--- src/rtl/uart_pkg.sv ---
// Shared UART definitions: byte width, byte type, idle-detect FSM states
// and a saturating increment helper for the optional statistics counters.
package uart_pkg;

  localparam int BYTE_W = 8;

  typedef logic [BYTE_W-1:0] byte_t;

  typedef enum logic {
    IDLE  = 1'b0,
    ARMED = 1'b1
  } idle_state_e;

  // Increment an 8-bit counter, holding at 255 instead of wrapping.
  function automatic logic [7:0] sat_inc8(input logic [7:0] v);
    return (v == 8'hFF) ? v : v + 8'd1;
  endfunction

endpackage

--- src/rtl/fifo_sync.sv ---
// Single-clock FIFO with a registered head entry (dout/valid). The head
// register is loaded on a push into an empty buffer or on a pop, so a
// pushed byte shows up on dout one cycle after the push edge (no bypass).
// Stored data is not reset; only pointers, count and the head are.
module fifo_sync #(
  parameter int DEPTH = 16,
  parameter int WIDTH = 8
) (
  input  logic                   clk,
  input  logic                   reset,
  input  logic                   push,
  input  logic                   pop,
  input  logic [WIDTH-1:0]       din,
  output logic [WIDTH-1:0]       dout,
  output logic                   valid,
  output logic [$clog2(DEPTH):0] count,
  output logic                   full,
  output logic                   empty
);

  localparam int AW = $clog2(DEPTH);
  localparam logic [AW:0] CNT_FULL = (AW+1)'(DEPTH);
  localparam logic [AW:0] CNT_ONE  = (AW+1)'(1);

  logic [WIDTH-1:0] mem_q [DEPTH];
  logic [AW-1:0]    wr_ptr_q, wr_ptr_d;
  logic [AW-1:0]    rd_ptr_q, rd_ptr_d;
  logic [AW-1:0]    rd_next;
  logic [AW:0]      count_q, count_d;
  logic [WIDTH-1:0] dout_q, dout_d;
  logic             valid_q, valid_d;
  logic             do_push, do_pop;

  // Next pointers, occupancy and head entry.
  always_comb begin
    wr_ptr_d = wr_ptr_q;
    rd_ptr_d = rd_ptr_q;
    count_d  = count_q;
    dout_d   = dout_q;
    rd_next  = rd_ptr_q + 1'b1;
    do_pop   = pop && valid_q;
    // A push into a full buffer is only legal when the head leaves this cycle.
    do_push  = push && ((count_q != CNT_FULL) || do_pop);

    if (do_push) wr_ptr_d = wr_ptr_q + 1'b1;
    if (do_pop)  rd_ptr_d = rd_next;

    case ({do_push, do_pop})
      2'b10:   count_d = count_q + 1'b1;
      2'b01:   count_d = count_q - 1'b1;
      default: count_d = count_q;
    endcase

    if (do_pop) begin
      // Next head is the following stored entry, or the byte arriving now
      // when the popped head was the only entry.
      if (count_q > CNT_ONE) dout_d = mem_q[rd_next];
      else if (do_push)      dout_d = din;
    end else if (do_push && (count_q == '0)) begin
      dout_d = din;
    end

    valid_d = (count_d != '0);
  end

  // Control and head registers, asynchronously cleared.
  always_ff @(posedge clk or negedge reset) begin
    if (!reset) begin
      wr_ptr_q <= '0;
      rd_ptr_q <= '0;
      count_q  <= '0;
      dout_q   <= '0;
      valid_q  <= 1'b0;
    end else begin
      wr_ptr_q <= wr_ptr_d;
      rd_ptr_q <= rd_ptr_d;
      count_q  <= count_d;
      dout_q   <= dout_d;
      valid_q  <= valid_d;
    end
  end

  // Storage array write; contents are don't-care after reset.
  always_ff @(posedge clk) begin
    if (do_push) mem_q[wr_ptr_q] <= din;
  end

  assign dout  = dout_q;
  assign valid = valid_q;
  assign count = count_q;
  assign full  = (count_q == CNT_FULL);
  assign empty = (count_q == '0);

endmodule

--- src/rtl/uart_rx_fifo.sv ---
// Receive buffer behind a Uart8 receiver. Qualifies pushes (framing errors
// discarded, full buffer drops unless a pop frees a slot), keeps a sticky
// overflow flag and raises a one-cycle idleIrq once the line has been quiet
// for IDLE_CYCLES clocks after traffic.
// Handshake: a byte leaves the buffer on a rising clock edge where
// outValid && outReady are both high; outByte/outValid are registered.
// Optional statistics (dropCount/errCount) exist only when the macro
// UART_RX_FIFO_STATS_EN is defined.
module uart_rx_fifo
  import uart_pkg::*;
#(
  parameter int DEPTH       = 16,
  parameter int IDLE_CYCLES = 25000
) (
  input  logic                   clk,
  input  logic                   reset,
  input  logic                   rxDone,
  input  logic                   rxErr,
  input  logic                   rxBusy,
  input  byte_t                  rxByte,
  output logic                   outValid,
  input  logic                   outReady,
  output byte_t                  outByte,
  output logic [$clog2(DEPTH):0] count,
  output logic                   full,
  output logic                   empty,
  output logic                   overflow,
  input  logic                   clrOverflow,
  output logic                   idleIrq,
`ifdef UART_RX_FIFO_STATS_EN
  output logic [7:0]             dropCount,
  output logic [7:0]             errCount,
`endif
  output idle_state_e            dbgIdleState
);

  localparam int CW = $clog2(IDLE_CYCLES);
  localparam logic [CW-1:0] QUIET_LAST = CW'(IDLE_CYCLES - 1);

  logic        push_req, do_push, do_pop, drop, discard;
  logic        overflow_q, overflow_d;
  idle_state_e state_q, state_d;
  logic [CW-1:0] quiet_q, quiet_d;
  logic        idle_irq_q, idle_irq_d;

  // Push qualification: good bytes go in unless full with no pop this cycle.
  always_comb begin
    push_req = rxDone && !rxErr;
    do_pop   = outValid && outReady;
    do_push  = push_req && (!full || do_pop);
    drop     = push_req && full && !do_pop;
    discard  = rxDone && rxErr;
  end

  fifo_sync #(
    .DEPTH (DEPTH),
    .WIDTH (BYTE_W)
  ) u_fifo (
    .clk   (clk),
    .reset (reset),
    .push  (do_push),
    .pop   (do_pop),
    .din   (rxByte),
    .dout  (outByte),
    .valid (outValid),
    .count (count),
    .full  (full),
    .empty (empty)
  );

  // Sticky overflow; a drop in the same cycle as a clear keeps it set.
  always_comb begin
    overflow_d = overflow_q;
    if (clrOverflow) overflow_d = 1'b0;
    if (drop)        overflow_d = 1'b1;
  end

  // Idle FSM next-state: arm on an accepted push, fire after the quiet run.
  always_comb begin
    state_d    = state_q;
    quiet_d    = quiet_q;
    idle_irq_d = 1'b0;
    case (state_q)
      IDLE: begin
        quiet_d = '0;
        if (do_push) state_d = ARMED;
      end
      ARMED: begin
        if (rxBusy || rxDone) begin
          quiet_d = '0;
        end else if (quiet_q == QUIET_LAST) begin
          quiet_d    = '0;
          state_d    = IDLE;
          idle_irq_d = 1'b1;
        end else begin
          quiet_d = quiet_q + 1'b1;
        end
      end
      default: begin
        state_d = IDLE;
        quiet_d = '0;
      end
    endcase
  end

  // Overflow flag and idle FSM registers.
  always_ff @(posedge clk or negedge reset) begin
    if (!reset) begin
      overflow_q <= 1'b0;
      state_q    <= IDLE;
      quiet_q    <= '0;
      idle_irq_q <= 1'b0;
    end else begin
      overflow_q <= overflow_d;
      state_q    <= state_d;
      quiet_q    <= quiet_d;
      idle_irq_q <= idle_irq_d;
    end
  end

  assign overflow     = overflow_q;
  assign idleIrq      = idle_irq_q;
  assign dbgIdleState = state_q;

`ifdef UART_RX_FIFO_STATS_EN
  logic [7:0] drop_cnt_q, drop_cnt_d;
  logic [7:0] err_cnt_q, err_cnt_d;

  // Saturating drop / framing-error counters.
  always_comb begin
    drop_cnt_d = drop    ? sat_inc8(drop_cnt_q) : drop_cnt_q;
    err_cnt_d  = discard ? sat_inc8(err_cnt_q)  : err_cnt_q;
  end

  // Statistics registers, cleared only by reset.
  always_ff @(posedge clk or negedge reset) begin
    if (!reset) begin
      drop_cnt_q <= '0;
      err_cnt_q  <= '0;
    end else begin
      drop_cnt_q <= drop_cnt_d;
      err_cnt_q  <= err_cnt_d;
    end
  end

  assign dropCount = drop_cnt_q;
  assign errCount  = err_cnt_q;
`else
  logic unused_discard;
  assign unused_discard = discard;
`endif

endmodule
--- config.mk ---
export PLATFORM = sky130hd
export DESIGN_NAME = uart_rx_fifo
export DESIGN_NICKNAME = d
export VERILOG_FILES = /design/src/rtl/uart_pkg.sv /design/src/rtl/fifo_sync.sv /design/src/rtl/uart_rx_fifo.sv
export SDC_FILE = /design/constraint.sdc
export NUM_CORES = 1
export LEC_CHECK = 0
export BUFFER_PORTS_ARGS = -buffer_cell sky130_fd_sc_hd__buf_4
export CAP_MARGIN = 0
export CORE_MARGIN = 5
export CORE_UTILIZATION = 25
export CTS_BUF_LIST = sky130_fd_sc_hd__clkbuf_2 sky130_fd_sc_hd__clkbuf_4 sky130_fd_sc_hd__clkbuf_8
export DETAILED_ROUTE_END_ITERATION = 10
export RECOVER_POWER = 100
export SYNTH_ARGS = -nofsm -noshare
export SYNTH_HDL_FRONTEND = slang
export SYNTH_HIERARCHICAL = 1
export SYNTH_SLANG_ARGS = --single-unit
--- constraint.sdc ---
create_clock -name clk -period 4.5 [get_ports clk]
set_input_delay 0.225 -clock clk [delete_from_list [all_inputs] [get_ports clk]]
set_output_delay 0.225 -clock clk [all_outputs]
set_load 0.02 [all_outputs]
Word level (Yosys, flattened, before mapping)

Memories as Yosys holds them, arrays and structs flattened.
Cells that the tools add are included.

Register bits after elaboration: 40
Bits in writable memories: 128
Input bits: 15
Output and inout bits: 19
Logic and storage cells: 61
Memories: 1

Memories:

| memory       | depth | width | read ports | clocked after memory_dff | write ports | RTL line        | RTL |
|---|---|---|---|---|---|---|---|
| u_fifo.mem_q | 16    | 8     | 1          | 0                        | 1           | fifo_sync.sv:25 | `logic [WIDTH-1:0] mem_q [DEPTH];` |

$add $sub $neg: 5
$lt $le $gt $ge: 1
Eq/ne operators: 6
Mux-type cells: 19
Bitwise operators: 1
Reductions and logical operators: 19

Operator list:

| operator                | number |
|---|---|
| $mux W8                 | 4 |
| $mux W15                | 2 |
| $pmux W15 S2            | 1 |
| $add A15 B1 Y15 const B | 1 |
| $eq A15 B15 Y1 const B  | 1 |
| $mux W1                 | 10 |
| $pmux W5 S2             | 1 |
| $add A4 B1 Y4 const B   | 2 |
| $logic_and A1 B1 Y1     | 8 |
| $add A5 B1 Y5 const B   | 1 |
| $eq A5 B5 Y1 const B    | 1 |
| $gt A5 B1 Y1 const B    | 1 |
| $logic_not A5 Y1        | 1 |
| $ne A5 B5 Y1 const B    | 1 |
| $reduce_bool A5 Y1      | 1 |
| $sub A5 B1 Y5 const B   | 1 |
| $reduce_bool A2 Y1      | 2 |
| $logic_not A1 Y1        | 3 |
| $logic_or A1 B1 Y1      | 3 |
| $ne A3 B2 Y1 const B    | 1 |
| $eq A2 B1 Y1 const B    | 1 |
| $eq A2 B2 Y1 const B    | 1 |
| $pmux W1 S2             | 1 |
| $reduce_and A2 Y1       | 1 |
| $not A1 Y1              | 1 |

Logic depth before layout (Yosys ltp)

Depth in word-level cells: 8
Depth in mapped cells: 10
Gate-level depth less buffers: 9

Cells and area by module

The synthesis kept the hierarchy.

Modules (own cells, without submodules):

| module       | instances | cells an instance | area each (um^2) | sequential area each (um^2) |
|---|---|---|---|---|
| fifo_sync    | 1         | 365               | 6,236.0          | 4,394.2 |
| uart_rx_fifo | 1         | 89                | 869.6            | 450.4 |

Least setup slack after synthesis

No wires, ideal clock.

Path type: register to register
Start: reg u_fifo.count_q[0] (netlist: u_fifo/count[0])
End: mem u_fifo.mem_q[0][0] (enable)
Library setup time: 0.395 ns
Arrival time: 2.554 ns
Required time: 4.105 ns
Slack: 1.551 ns
Stages on the path, launching flop included: 8
Buffers on the path: 1
Period minus slack after synthesis: 2.949 ns
Path through: dfrtp_1 inv_1 ha_1 and4bb_2 a21oi_1 buf_2 nand2_1 nor4_1

Longest elaborated chain between the ends: 7
Elaborated cells between the ends (all ways): 9
Classes of those cells: 2 x eq/ne; 2 x mux; 5 x reduce/logical

Ends and longest elaborated chain:

| element                       | RTL line           | RTL |
|---|---|---|
| start: declaration            | fifo_sync.sv:29    | `logic [AW:0] count_q, count_d;` |
| start signal: assignment      | fifo_sync.sv:77    | `count_q <= count_d;` |
| $eq A5 B5 Y1                  | fifo_sync.sv:91    | `assign full = (count_q == CNT_FULL);` |
| via full                      | uart_rx_fifo.sv:25 | `output logic full,` |
| $logic_not A1 Y1              | uart_rx_fifo.sv:50 | `do_push = push_req && (!full \|\| do_pop);` |
| $logic_or A1 B1 Y1            | uart_rx_fifo.sv:50 |  |
| $logic_and A1 B1 Y1           | uart_rx_fifo.sv:50 |  |
| via do_push                   | uart_rx_fifo.sv:40 | `logic push_req, do_push, do_pop, drop, discard;` |
| $logic_and A1 B1 Y1           | fifo_sync.sv:43    | `do_push = push && ((count_q != CNT_FULL) \|\| do_pop);` |
| $mux W1                       | fifo_sync.sv:85    | `if (do_push) mem_q[wr_ptr_q] <= din;` |
| $mux W1 (implied by the code) | fifo_sync.sv:85    |  |
| end: declaration              | fifo_sync.sv:25    |  |

The timed path passes the listed nets, and every way through them passes these cells.

Final worst setup path

Start: reg u_fifo.count_q[0] (netlist: u_fifo/count[0])
End: mem u_fifo.mem_q[15][5] (enable)

Longest elaborated chain between the ends: 7
Elaborated cells between the ends (all ways): 9
Classes of those cells: 2 x eq/ne; 2 x mux; 5 x reduce/logical

Ends and longest elaborated chain:

| element                       | RTL line |
|---|---|
| $eq A5 B5 Y1                  | fifo_sync.sv:91 |
| $logic_not A1 Y1              | uart_rx_fifo.sv:50 |
| $logic_or A1 B1 Y1            | uart_rx_fifo.sv:50 |
| $logic_and A1 B1 Y1           | uart_rx_fifo.sv:50 |
| via do_push                   | uart_rx_fifo.sv:40 |
| $logic_and A1 B1 Y1           | fifo_sync.sv:43 |
| $mux W1                       | fifo_sync.sv:85 |
| $mux W1 (implied by the code) | fifo_sync.sv:85 |

The timed path passes the listed nets, and every way through them passes these cells.

==> impl_metrics.ini <==
[timing]
fin_crit_ns = 3.32
finClkSkew_ns = 0.0136
post-route-period-util = 0.738
tightestPinTransition_ns = 2.20
fin_tns_setup_ns = 0
max_freq_mhz = 301
rsz0062_at_grt = no
slew_violations = 41
relSlewSlack = -0.465
setup_viol = 0
hold_violations = 0

[job]
cap_violations = 1

[critical_path]
crit_arrival_ns = 3.41
path_cells = inv_1, ha_1, and4bb_1, a21oi_1, clkbuf_1, and2_0, nand3_1, nor2_1
critPathMaxStageDelay_ns = 0.59
r2r_setup_slack_ns = 1.18
crit_path_max_fanout = 13
path_delay_family = simple AND/OR/NAND/NOR gates
crit_slowest_cell = nor2_1
required_ns = 4.59
worst-path-buf-inv = 2
endpoint_kind = register
start_kind = register
path_class = register to register

[synth]
synth_top_area_cell = edfxtp_1
synth.top_cell.area_share = 0.541
synth-compound-area-share = 0.0458
synth-simple-area-share = 0.0761
ys_top_cells_by_area = edfxtp_1 (54%), dfrtp_1 (14%), mux4_2 (10%), inv_1 (2.5%), xnor2_1 (2.3%)
synthMuxAreaShare = 0.117
synth_warnings = 6
ys_top_cells_by_count = edfxtp_1 (128), inv_1 (47), dfrtp_1 (40), mux4_2 (32), nor2_1 (31)
ys_async_sr_fraction = 0.238
synth_top_family_by_area = multiplexers
synth_edf_count = 128
avgSynthCellArea_um2 = 15.7
synth.yosys.seq_area_share = 0.682
synth_fa_ha_area_frac = 0.0176
synth-seq-cells = 168
syn-instance-count = 454
yosys.cell_count.top_type = edfxtp_1
syn_area_um2 = 7110
synth-main-ff-cell = edfxtp_1
synth_xor_xnor_area_share = 0.0271
syn-num-nets = 479
synth_cell_types = 47

[route]
num_vias = 3918
first_pass_iters = 4
drtIter0Drc = 337
route.detailed.drc = 0
finalWirelength_mm = 15.3
ant_nets = 0
wl_per_cell_um = 17.1
vias_per_cell = 4.38

[die]
die-height_um = 179
die_area_um2 = 31900
core_area_um2 = 27900
rows = 61
fp.dieW_um = 179
io_pins = 34
initial_core_util = 0.254

[clock_network]
cts_buffer_depth = 2
clk_latency_ns = 0.45
post_cts_buffers = 0
htree_levels = 4
clk_pin_slew_ns = 0.08
cts_tree = done
cts.sinks = 168
clock-root-buffer = clkbuf_8
cts_buffers = 17
cts_resized = 0

[final_layout]
multi_input_area_um2 = 2020
finalNonFillerCells = 895
synthToLayoutAreaGrowth_pct = 13.8
antennaDiodeCount = 0
layout-drive-gt1-share = 0.147
fin_nets = 530
nFillCells = 2850
register_area_um2 = 4840

[outcome]
violations = capacitance limit, slew limit
run_status = finished, violations left

[global_route]
grt_pass1_vias = 4055
antenna_found_initial = 0
grt_pass1_wl_mm = 23.9
track_usage = 0.100
grt_start_max_net_pins = 41
overflow = 0

[place]
placed_cells = 862
dp_hpwl_mm = 10.2
gp_congestion = 0.772
numPortBuffers = 33

[power]
ir_worst_vdd_uv = 315
powerDensity_nw_per_um2 = 580
p_leak_nw = 2.80

[worst_hold_path]
min_path_type = input pin to register
[registers in the layout, indices dropped and copies added (netlist names)]
| signal | flops |
|---|---|
| overflow | 1 |
| u_fifo/wr_ptr_q | 4 |
| idleIrq | 1 |
| u_fifo/dout | 8 |
| u_fifo/mem_q | 128 |
| dbgIdleState | 1 |
| u_fifo/valid | 1 |
| u_fifo/rd_ptr_q | 4 |
| quiet_q | 15 |
| u_fifo/count | 5 |
[per-layer routing]
layer / global-route usage / routed length (um)
met5: 0 / 0
met4: 0.0272 / 142
met3: 0.0284 / 799
met2: 0.154 / 7120
met1: 0.140 / 7200
[logic make-up (layout without fill, tap and decap cells)]
logic type | count (synthesis) | count (layout)
DFF | 168 | 168
and+or+nand+nor | 105 | 105
buffers and inverters | 62 | 125
AOI/OAI and AO/OA | 44 | 44
muxes | 43 | 43
xor gates and xnor gates | 22 | 22
adders and majority gates | 10 | 10
[worst reg2reg max path: cells and delay by family, from the launching register on]
kind	cells	cell delay [ns]
adders and majority gates	1	0.21
buffers and inverters	2	0.59
DFF	1	0.47
AOI/OAI and AO/OA	1	0.15
and+or+nand+nor	4	1.55
[timing repair]
| item | 4_1_cts | 5_1_grt |
|---|---|---|
| endpoints found under the setup margin | 0 | 0 |
| hold endpoints to repair | 41 | 0 |
| hold buffers | 2 | 0 |
[placed cells by master, fill, tap and decap left out, types with 10 or more instances in the layout]
master      n
clkbuf_1   37
clkbuf_8   17
dfrtp_1    40
edfxtp_1  128
ha_1       10
inv_1      47
mux4_2     32
nand2_1    25
nor2_1     31
nor3_1     10
o22ai_1    17
xnor2_1    19
[area by class of cell]
| cell class | count | area share |
|---|---|---|
| Clock buffer | 17 | 0.0289 |
| Clock inverter | 14 | 0.0153 |
| Inverter | 47 | 0.0218 |
| Multi-Input combinational cell | 224 | 0.249 |
| Sequential cell | 168 | 0.599 |
| Tap cell | 378 | 0.0585 |
| Timing Repair Buffer | 47 | 0.0271 |
[where the power goes]
part | internal, mW | leakage, nW | switching (mW)
Sequential | 1.83 | 1.65 | 0.208
Combinational | 0.724 | 0.980 | 0.927
Clock | 0.437 | 0.173 | 0.557
Total | 3.00 | 2.80 | 1.69
[per-stage QoR]
step | area, um^2 | hold WS (ns) | power, mW | worst slack, ns | util
6_report | 8090 | 0.0668 | 4.69 | 1.18 | 0.290
5_1_grt | 8090 | 0.0526 | 4.99 | 0.859 | 0.290
4_1_cts | 8230 | 0.0401 | 4.81 | 1.58 | 0.295
3_5_place_dp | 7850 | 0.242 | 3.81 | 1.59 | 0.281
3_3_place_gp | 7850 | 0.244 | 3.80 | 1.68 | 0.281
2_1_floorplan | 7110 | -0.0706 | 3.25 | 1.55 | -
[worst paths after layout]
path | from | end | depth (start not counted)
setup reg to reg | u_fifo/count[0] | u_fifo/mem_q[15][5] | 8
min in group asynchronous | reset | quiet_q[8] | 2
max in group asynchronous | reset | u_fifo/rd_ptr_q[0] | 2
hold reg to reg | quiet_q[0] | quiet_q[0] | 1
setup / recovery | u_fifo/count[0] | u_fifo/mem_q[15][5] | 8
hold / removal | rxBusy | quiet_q[2] | 4
Power figures use the tool's default switching activity.
